$ cat config.mk
export PLATFORM = sky130hd
export DESIGN_NAME = qpu_exu_lsuagu_q
export DESIGN_NICKNAME = d
export VERILOG_FILES = /design/src/rtl/qpu_exu_lsuagu_q.sv
export SDC_FILE = /design/constraint.sdc
export NUM_CORES = 1
export LEC_CHECK = 0
export ABC_CLOCK_PERIOD_IN_PS = 20300
export CAP_MARGIN = 20
export CORE_MARGIN = 5
export CORE_UTILIZATION = 55
export CTS_BUF_LIST = sky130_fd_sc_hd__clkbuf_4
export DETAILED_ROUTE_END_ITERATION = 10
export PLACE_DENSITY = 0.87
export SLEW_MARGIN = 15
export SYNTH_ARGS = -nofsm -noshare
export SYNTH_HDL_FRONTEND = slang
export SYNTH_SLANG_ARGS = --single-unit
$ cat constraint.sdc
create_clock -name clk -period 20.3 [get_ports clk]
set_input_delay 2.03 -clock clk [delete_from_list [all_inputs] [get_ports clk]]
set_output_delay 2.03 -clock clk [all_outputs]
set_load 0.03 [all_outputs]
$ cat src/rtl/qpu_exu_lsuagu_q.sv
// Load/store address-generation unit: computes rs1+imm, builds lane-aligned
// store data and byte masks, and queues ops in program order toward LSU-ctrl or the misalign port.
module qpu_exu_lsuagu_q #(
    parameter int XLEN       = 32,
    parameter int ADDR_SIZE  = 32,
    parameter int ITAG_WIDTH = 4,
    parameter int DEPTH      = 2
) (
    input  logic                    clk,
    input  logic                    rst,
    input  logic                    flush,
    input  logic                    agu_i_valid,
    output logic                    agu_i_ready,
    input  logic                    agu_i_load,
    input  logic                    agu_i_store,
    input  logic [1:0]              agu_i_size,
    input  logic [XLEN-1:0]         agu_i_rs1,
    input  logic [11:0]             agu_i_imm,
    input  logic [XLEN-1:0]         agu_i_rs2,
    input  logic [ITAG_WIDTH-1:0]   agu_i_itag,
    output logic                    agu_i_longpipe,
    output logic                    agu_icb_cmd_valid,
    input  logic                    agu_icb_cmd_ready,
    output logic [ADDR_SIZE-1:0]    agu_icb_cmd_addr,
    output logic                    agu_icb_cmd_read,
    output logic [XLEN-1:0]         agu_icb_cmd_wdata,
    output logic [XLEN/8-1:0]       agu_icb_cmd_wmask,
    output logic [ITAG_WIDTH-1:0]   agu_icb_cmd_itag,
    output logic                    agu_excp_valid,
    input  logic                    agu_excp_ready,
    output logic                    agu_excp_ld,
    output logic [ADDR_SIZE-1:0]    agu_excp_badaddr,
    output logic [ITAG_WIDTH-1:0]   agu_excp_itag
);

    localparam int NB   = XLEN / 8;
    localparam int OFFW = $clog2(NB);
    localparam int PW   = $clog2(DEPTH);
    localparam int CW   = $clog2(DEPTH + 1);

    typedef struct packed {
        logic                  read;
        logic [ADDR_SIZE-1:0]  addr;
        logic [XLEN-1:0]       wdata;
        logic [NB-1:0]         wmask;
        logic [ITAG_WIDTH-1:0] itag;
        logic                  mis;
    } entry_t;

    logic [XLEN-1:0] ea_full;
    logic [OFFW-1:0] off;
    logic [7:0]      mask_base;
    entry_t          new_entry;

    logic [PW-1:0]   wr_ptr_q, wr_ptr_d;
    logic [PW-1:0]   rd_ptr_q, rd_ptr_d;
    logic [CW-1:0]   count_q, count_d;
    logic            ready_q, ready_d;
    logic            empty_q, empty_d;
    entry_t          mem_q [DEPTH];
    entry_t          head;
    logic            push, pop;

    // Address, alignment, byte mask and lane-replicated store data for the issuing op.
    always_comb begin
        ea_full   = agu_i_rs1 + {{(XLEN-12){agu_i_imm[11]}}, agu_i_imm};
        off       = ea_full[OFFW-1:0];
        new_entry = '0;
        case (agu_i_size)
            2'd0: begin
                mask_base     = 8'h01;
                new_entry.mis = 1'b0;
            end
            2'd1: begin
                mask_base     = 8'h03;
                new_entry.mis = ea_full[0];
            end
            2'd2: begin
                mask_base     = 8'h0F;
                new_entry.mis = |ea_full[1:0];
            end
            default: begin
                // A doubleword cannot fit a 32-bit lane set at all.
                mask_base     = 8'hFF;
                new_entry.mis = (XLEN == 32) | (|ea_full[2:0]);
            end
        endcase
        new_entry.read  = agu_i_load;
        new_entry.addr  = ea_full[ADDR_SIZE-1:0];
        new_entry.itag  = agu_i_itag;
        new_entry.wmask = NB'(mask_base << off);
        for (int i = 0; i < NB; i++) begin
            case (agu_i_size)
                2'd0:    new_entry.wdata[i*8 +: 8] = agu_i_rs2[7:0];
                2'd1:    new_entry.wdata[i*8 +: 8] = agu_i_rs2[(i % 2)*8 +: 8];
                2'd2:    new_entry.wdata[i*8 +: 8] = agu_i_rs2[(i % 4)*8 +: 8];
                default: new_entry.wdata[i*8 +: 8] = agu_i_rs2[(i % 8)*8 +: 8];
            endcase
        end
    end

    assign head = mem_q[rd_ptr_q];
    assign push = agu_i_valid & ready_q & (agu_i_load | agu_i_store);
    assign pop  = (~empty_q & ~head.mis & agu_icb_cmd_ready) |
                  (~empty_q &  head.mis & agu_excp_ready);

    // Queue pointer/occupancy next state; flush drops everything including a same-cycle push.
    always_comb begin
        if (flush) begin
            wr_ptr_d = '0;
            rd_ptr_d = '0;
            count_d  = '0;
        end else begin
            wr_ptr_d = push ? wr_ptr_q + PW'(1) : wr_ptr_q;
            rd_ptr_d = pop  ? rd_ptr_q + PW'(1) : rd_ptr_q;
            case ({push, pop})
                2'b10:   count_d = count_q + CW'(1);
                2'b01:   count_d = count_q - CW'(1);
                default: count_d = count_q;
            endcase
        end
        ready_d = (count_d != CW'(DEPTH));
        empty_d = (count_d == CW'(0));
    end

    // Queue control state.
    always_ff @(posedge clk) begin
        if (rst) begin
            wr_ptr_q <= '0;
            rd_ptr_q <= '0;
            count_q  <= '0;
            ready_q  <= 1'b1;
            empty_q  <= 1'b1;
        end else begin
            wr_ptr_q <= wr_ptr_d;
            rd_ptr_q <= rd_ptr_d;
            count_q  <= count_d;
            ready_q  <= ready_d;
            empty_q  <= empty_d;
        end
    end

    // Entry payload storage; not reset since valid is tracked by count.
    always_ff @(posedge clk) begin
        if (push & ~flush) begin
            mem_q[wr_ptr_q] <= new_entry;
        end
    end

    assign agu_i_ready       = ready_q;
    assign agu_i_longpipe    = agu_i_load | agu_i_store;

    assign agu_icb_cmd_valid = ~empty_q & ~head.mis;
    assign agu_icb_cmd_addr  = head.addr;
    assign agu_icb_cmd_read  = head.read;
    assign agu_icb_cmd_wdata = head.wdata;
    assign agu_icb_cmd_wmask = head.wmask;
    assign agu_icb_cmd_itag  = head.itag;

    assign agu_excp_valid    = ~empty_q & head.mis;
    assign agu_excp_ld       = head.read;
    assign agu_excp_badaddr  = head.addr;
    assign agu_excp_itag     = head.itag;

endmodule

==> flow_results.xml <==
<?xml version="1.0" encoding="UTF-8"?>
<metrics>
  <group name="run_status">
    <metric name="run_status" unit="">finished, final reports clean</metric>
  </group>
  <group name="grt">
    <metric name="grt_first_pass_wirelength" unit="microns">31000</metric>
    <metric name="grt_max_degree" unit="">75</metric>
    <metric name="grtUsageTotal" unit="">0.220</metric>
    <metric name="grt_antenna_before_repair" unit="">1</metric>
    <metric name="globalRouteOverflowTotal" unit="">0</metric>
    <metric name="grt_pass1_vias" unit="">5926</metric>
  </group>
  <group name="floorplan">
    <metric name="dieArea" unit="sq um">17600</metric>
    <metric name="placementRows" unit="">44</metric>
    <metric name="die-width" unit="microns">132</metric>
    <metric name="floorplan.core_area" unit="sq um">14600</metric>
    <metric name="initial_core_util" unit="">0.563</metric>
    <metric name="die_y" unit="microns">132</metric>
    <metric name="io-pin-count" unit="">204</metric>
  </group>
  <group name="drt">
    <metric name="antenna_violating_nets_post_route" unit="">0</metric>
    <metric name="vias" unit="">5643</metric>
    <metric name="dr.first_iter.drc_count" unit="">349</metric>
    <metric name="detail_route.wirelength" unit="microns">19100</metric>
    <metric name="drt_first_pass_iters" unit="">5</metric>
    <metric name="wl_per_instance" unit="microns">19.4</metric>
    <metric name="vias_per_cell" unit="">5.72</metric>
    <metric name="drc" unit="">0</metric>
  </group>
  <group name="critical_path">
    <metric name="crit_path_start_kind" unit="">input pin</metric>
    <metric name="critical-path-slowest-cell" unit="">clkdlybuf4s50_1</metric>
    <metric name="worstSetupPathType" unit="">input pin to output pin</metric>
    <metric name="worst_ep_arrival_time" unit="ns">3.37</metric>
    <metric name="slowest_delay" unit="ns">0.61</metric>
    <metric name="cell_breakdown_of_the_critical_path" unit="">clkdlybuf4s50_1 &gt; or2_2 &gt; clkdlybuf4s50_1</metric>
    <metric name="setup.worst_path.start" unit="">agu_i_store</metric>
    <metric name="worst_setup_path_end_kind" unit="">output pin</metric>
    <metric name="critPathMaxFanout" unit="">2</metric>
    <metric name="worst_path_most_repeated_cell" unit="">clkdlybuf4s50_1</metric>
    <metric name="cp_required" unit="ns">18.27</metric>
  </group>
  <group name="sta">
    <metric name="period_minus_slack" unit="ns">5.40</metric>
    <metric name="clock-skew-final" unit="ns">0.0159</metric>
    <metric name="max_freq" unit="MHz">185</metric>
    <metric name="period_share" unit="">0.266</metric>
    <metric name="fin_hold_ws" unit="ns">0.567</metric>
    <metric name="setup-tns-final" unit="ns">0</metric>
    <metric name="final-hold-violation-count" unit="">0</metric>
    <metric name="setup_failing_eps_final" unit="">0</metric>
    <metric name="timing.final.ws_setup" unit="ns">14.90</metric>
    <metric name="timing_worst_slew_pin_value" unit="ns">1.01</metric>
    <metric name="max-slew-margin-rel" unit="">0.324</metric>
    <metric name="rsz0062_at_grt" unit="">no</metric>
    <metric name="slew_viol_final" unit="">0</metric>
  </group>
  <group name="yosys">
    <metric name="yosysWarnings" unit="">0</metric>
    <metric name="cell_type_with_the_largest_total_area_after_synthesis" unit="">edfxtp_1</metric>
    <metric name="synth_enable_flop_cells" unit="">148</metric>
    <metric name="async_reset_ff_frac" unit="">0</metric>
    <metric name="yosys_register_bits" unit="">155</metric>
    <metric name="yosysUniqueCellTypes" unit="">62</metric>
    <metric name="synth.net_count" unit="">750</metric>
    <metric name="most_instantiated_flip_flop_cell_in_the_synthesis_netlist" unit="">edfxtp_1</metric>
    <metric name="synthTopCellsByArea" unit="">edfxtp_1, mux2_2, ha_1, buf_4, xnor2_1</metric>
    <metric name="synth_sequential_area_ratio" unit="">0.556</metric>
    <metric name="post_synth_most_frequent_cells" unit="">edfxtp_1, mux2_2, buf_4</metric>
    <metric name="synth_cell_area" unit="sq um">8250</metric>
    <metric name="synthDominantCellAreaShare" unit="">0.539</metric>
    <metric name="mean_post_synth_cell_area" unit="sq um">13.2</metric>
    <metric name="syn_inst" unit="">627</metric>
    <metric name="top_count_cell_post_synth" unit="">edfxtp_1</metric>
  </group>
  <group name="clock_network">
    <metric name="cts_htree_levels" unit="">4</metric>
    <metric name="tritoncts" unit="">done</metric>
    <metric name="cts_resized" unit="">0</metric>
    <metric name="clock_tree.root_cell" unit="">clkbuf_4</metric>
    <metric name="cts.hold.buffers_added" unit="">0</metric>
    <metric name="cts.reportedPaths.clkPinSlew" unit="ns">0.14</metric>
    <metric name="cts_sinks" unit="">155</metric>
    <metric name="clk_path_buf_depth" unit="">2</metric>
    <metric name="clock_insertion_delay_worst_skew" unit="ns">0.54</metric>
    <metric name="numCtsBuffers" unit="">17</metric>
    <metric name="post-cts-setup-buffer-count" unit="">0</metric>
  </group>
  <group name="hold_path">
    <metric name="hp-start" unit="">rd_ptr_q</metric>
    <metric name="hold_class" unit="">register to register</metric>
  </group>
  <group name="power_and_ir_drop">
    <metric name="cell_area_power_density" unit="nW/um^2">71.9</metric>
    <metric name="cell_internal_pwr" unit="mW">0.529</metric>
    <metric name="p_sw" unit="mW">0.224</metric>
    <metric name="power.share.clock" unit="">0.259</metric>
    <metric name="combinational_power_share" unit="">0.244</metric>
    <metric name="switching_share" unit="">0.297</metric>
    <metric name="vdd.ir_drop.worst" unit="mV">0.0383</metric>
    <metric name="portion_of_total_power_attributed_to_sequential_cells" unit="">0.497</metric>
    <metric name="static_leakage" unit="nW">3.72</metric>
  </group>
  <group name="flow_run">
    <metric name="timing.max_cap.violations" unit="">0</metric>
  </group>
  <group name="place">
    <metric name="dp.cells" unit="">953</metric>
    <metric name="place_hpwl" unit="microns">13900</metric>
    <metric name="port-buffer-count" unit="">203</metric>
    <metric name="pre_cts_slack" unit="ns">14.90</metric>
    <metric name="gp_congestion" unit="">0.830</metric>
  </group>
  <group name="finish">
    <metric name="layout-area-overhead-vs-synth" unit="%">26.8</metric>
    <metric name="final_layout_size_suffix_gt1_frac" unit="">0.182</metric>
    <metric name="postLayoutCoreUtil" unit="">0.715</metric>
    <metric name="finish.net_count" unit="">911</metric>
    <metric name="final-instance-count-excl-fill" unit="">986</metric>
    <metric name="num-fill-cells" unit="">1022</metric>
  </group>
</metrics>
## state kept, by name (all words and copies together), names as in the netlist, named ones only
name / cells
rd_ptr_q: 1
count_q: 2
empty_q: 1
agu_i_ready: 1
mem_q: 148
wr_ptr_q: 1
## metal layers
layer	global-route usage	vias up	part of all wire
met5	0	-	0
met2	0.376	211	0.50
met3	0.0535	14	0.059
met4	0.0491	0	0.0085
li1	-	2686	-
met1	0.287	2732	0.43
## cell type report
cell class	count	area [sq um]	share of cell area
timing repair buffer	208	2070	0.198
multi-input combinational	397	3250	0.310
antenna	1	2.50	0.000239
clock inverter	14	159	0.0152
sequential	155	4590	0.438
inverter	9	33.8	0.00323
tap	184	230	0.0220
clock buffer	18	135	0.0129
## cell families (layout without fill, tap and decap cells)
kind of cell | Yosys count | count (layout) | synth area share
compound gates | 130 | 130 | 0.115
xor+xnor | 30 | 30 | 0.0318
fa+ha+maj | 33 | 33 | 0.0509
buf+inv | 75 | 249 | 0.0522
flops | 155 | 155 | 0.556
mux | 99 | 99 | 0.134
other cells | 0 | 1 | 0
simple gates | 105 | 105 | 0.0607
## path summary, 6_finish.rpt
kind	slack (ns)	end	cells past startpoint
min	0.57	register	2
max	14.90	agu_i_longpipe	3
max reg2reg	17.53	agu_i_ready	8
min reg2reg	0.57	register	2
## metrics by stage
step	area, sq um	power, mW
detailed placement	10200	0.564
finish	10500	0.753
CTS	10500	0.758
global placement	10200	0.560
floorplan	8250	0.503
global route	10500	0.789
## worst max-delay path, delay by kind of cell
family	cells	cell delay, ns
buffers and inverters	2	1.02
and+or+nand+nor	1	0.31
## power by group through the flow
| stage | Clock [mW] | Combinational (mW) | Sequential (mW) |
|---|---|---|---|
| 2_1_floorplan | 0 | 0.122 | 0.381 |
| 3_3_place_gp | 0 | 0.179 | 0.381 |
| 3_5_place_dp | 0 | 0.182 | 0.382 |
| 4_1_cts | 0.200 | 0.184 | 0.374 |
| 5_1_grt | 0.216 | 0.198 | 0.375 |
| 6_report | 0.195 | 0.184 | 0.374 |
## cells in the final DEF, fill, tap and decap left out, types with 4 or more instances in the layout
| cell | count |
|---|---|
| nand4_1 | 7 |
| nand3_1 | 6 |
| ha_1 | 32 |
| o21a_1 | 8 |
| a21oi_1 | 28 |
| o211ai_1 | 8 |
| mux2_2 | 89 |
| clkdlybuf4s50_1 | 203 |
| inv_6 | 4 |
| nor2_1 | 27 |
| nand2b_1 | 5 |
| clkbuf_4 | 18 |
| buf_4 | 5 |
| mux2i_1 | 10 |
| nor3_1 | 8 |
| edfxtp_1 | 148 |
| xnor2_1 | 19 |
| o211a_1 | 4 |
| xor2_1 | 11 |
| and3_1 | 5 |
| inv_1 | 9 |
| a21o_1 | 17 |
| o21ai_0 | 24 |
| a211oi_1 | 4 |
| nand2_1 | 31 |
| dfxtp_1 | 6 |
Note: power is estimated with default switching activity, not from simulation.
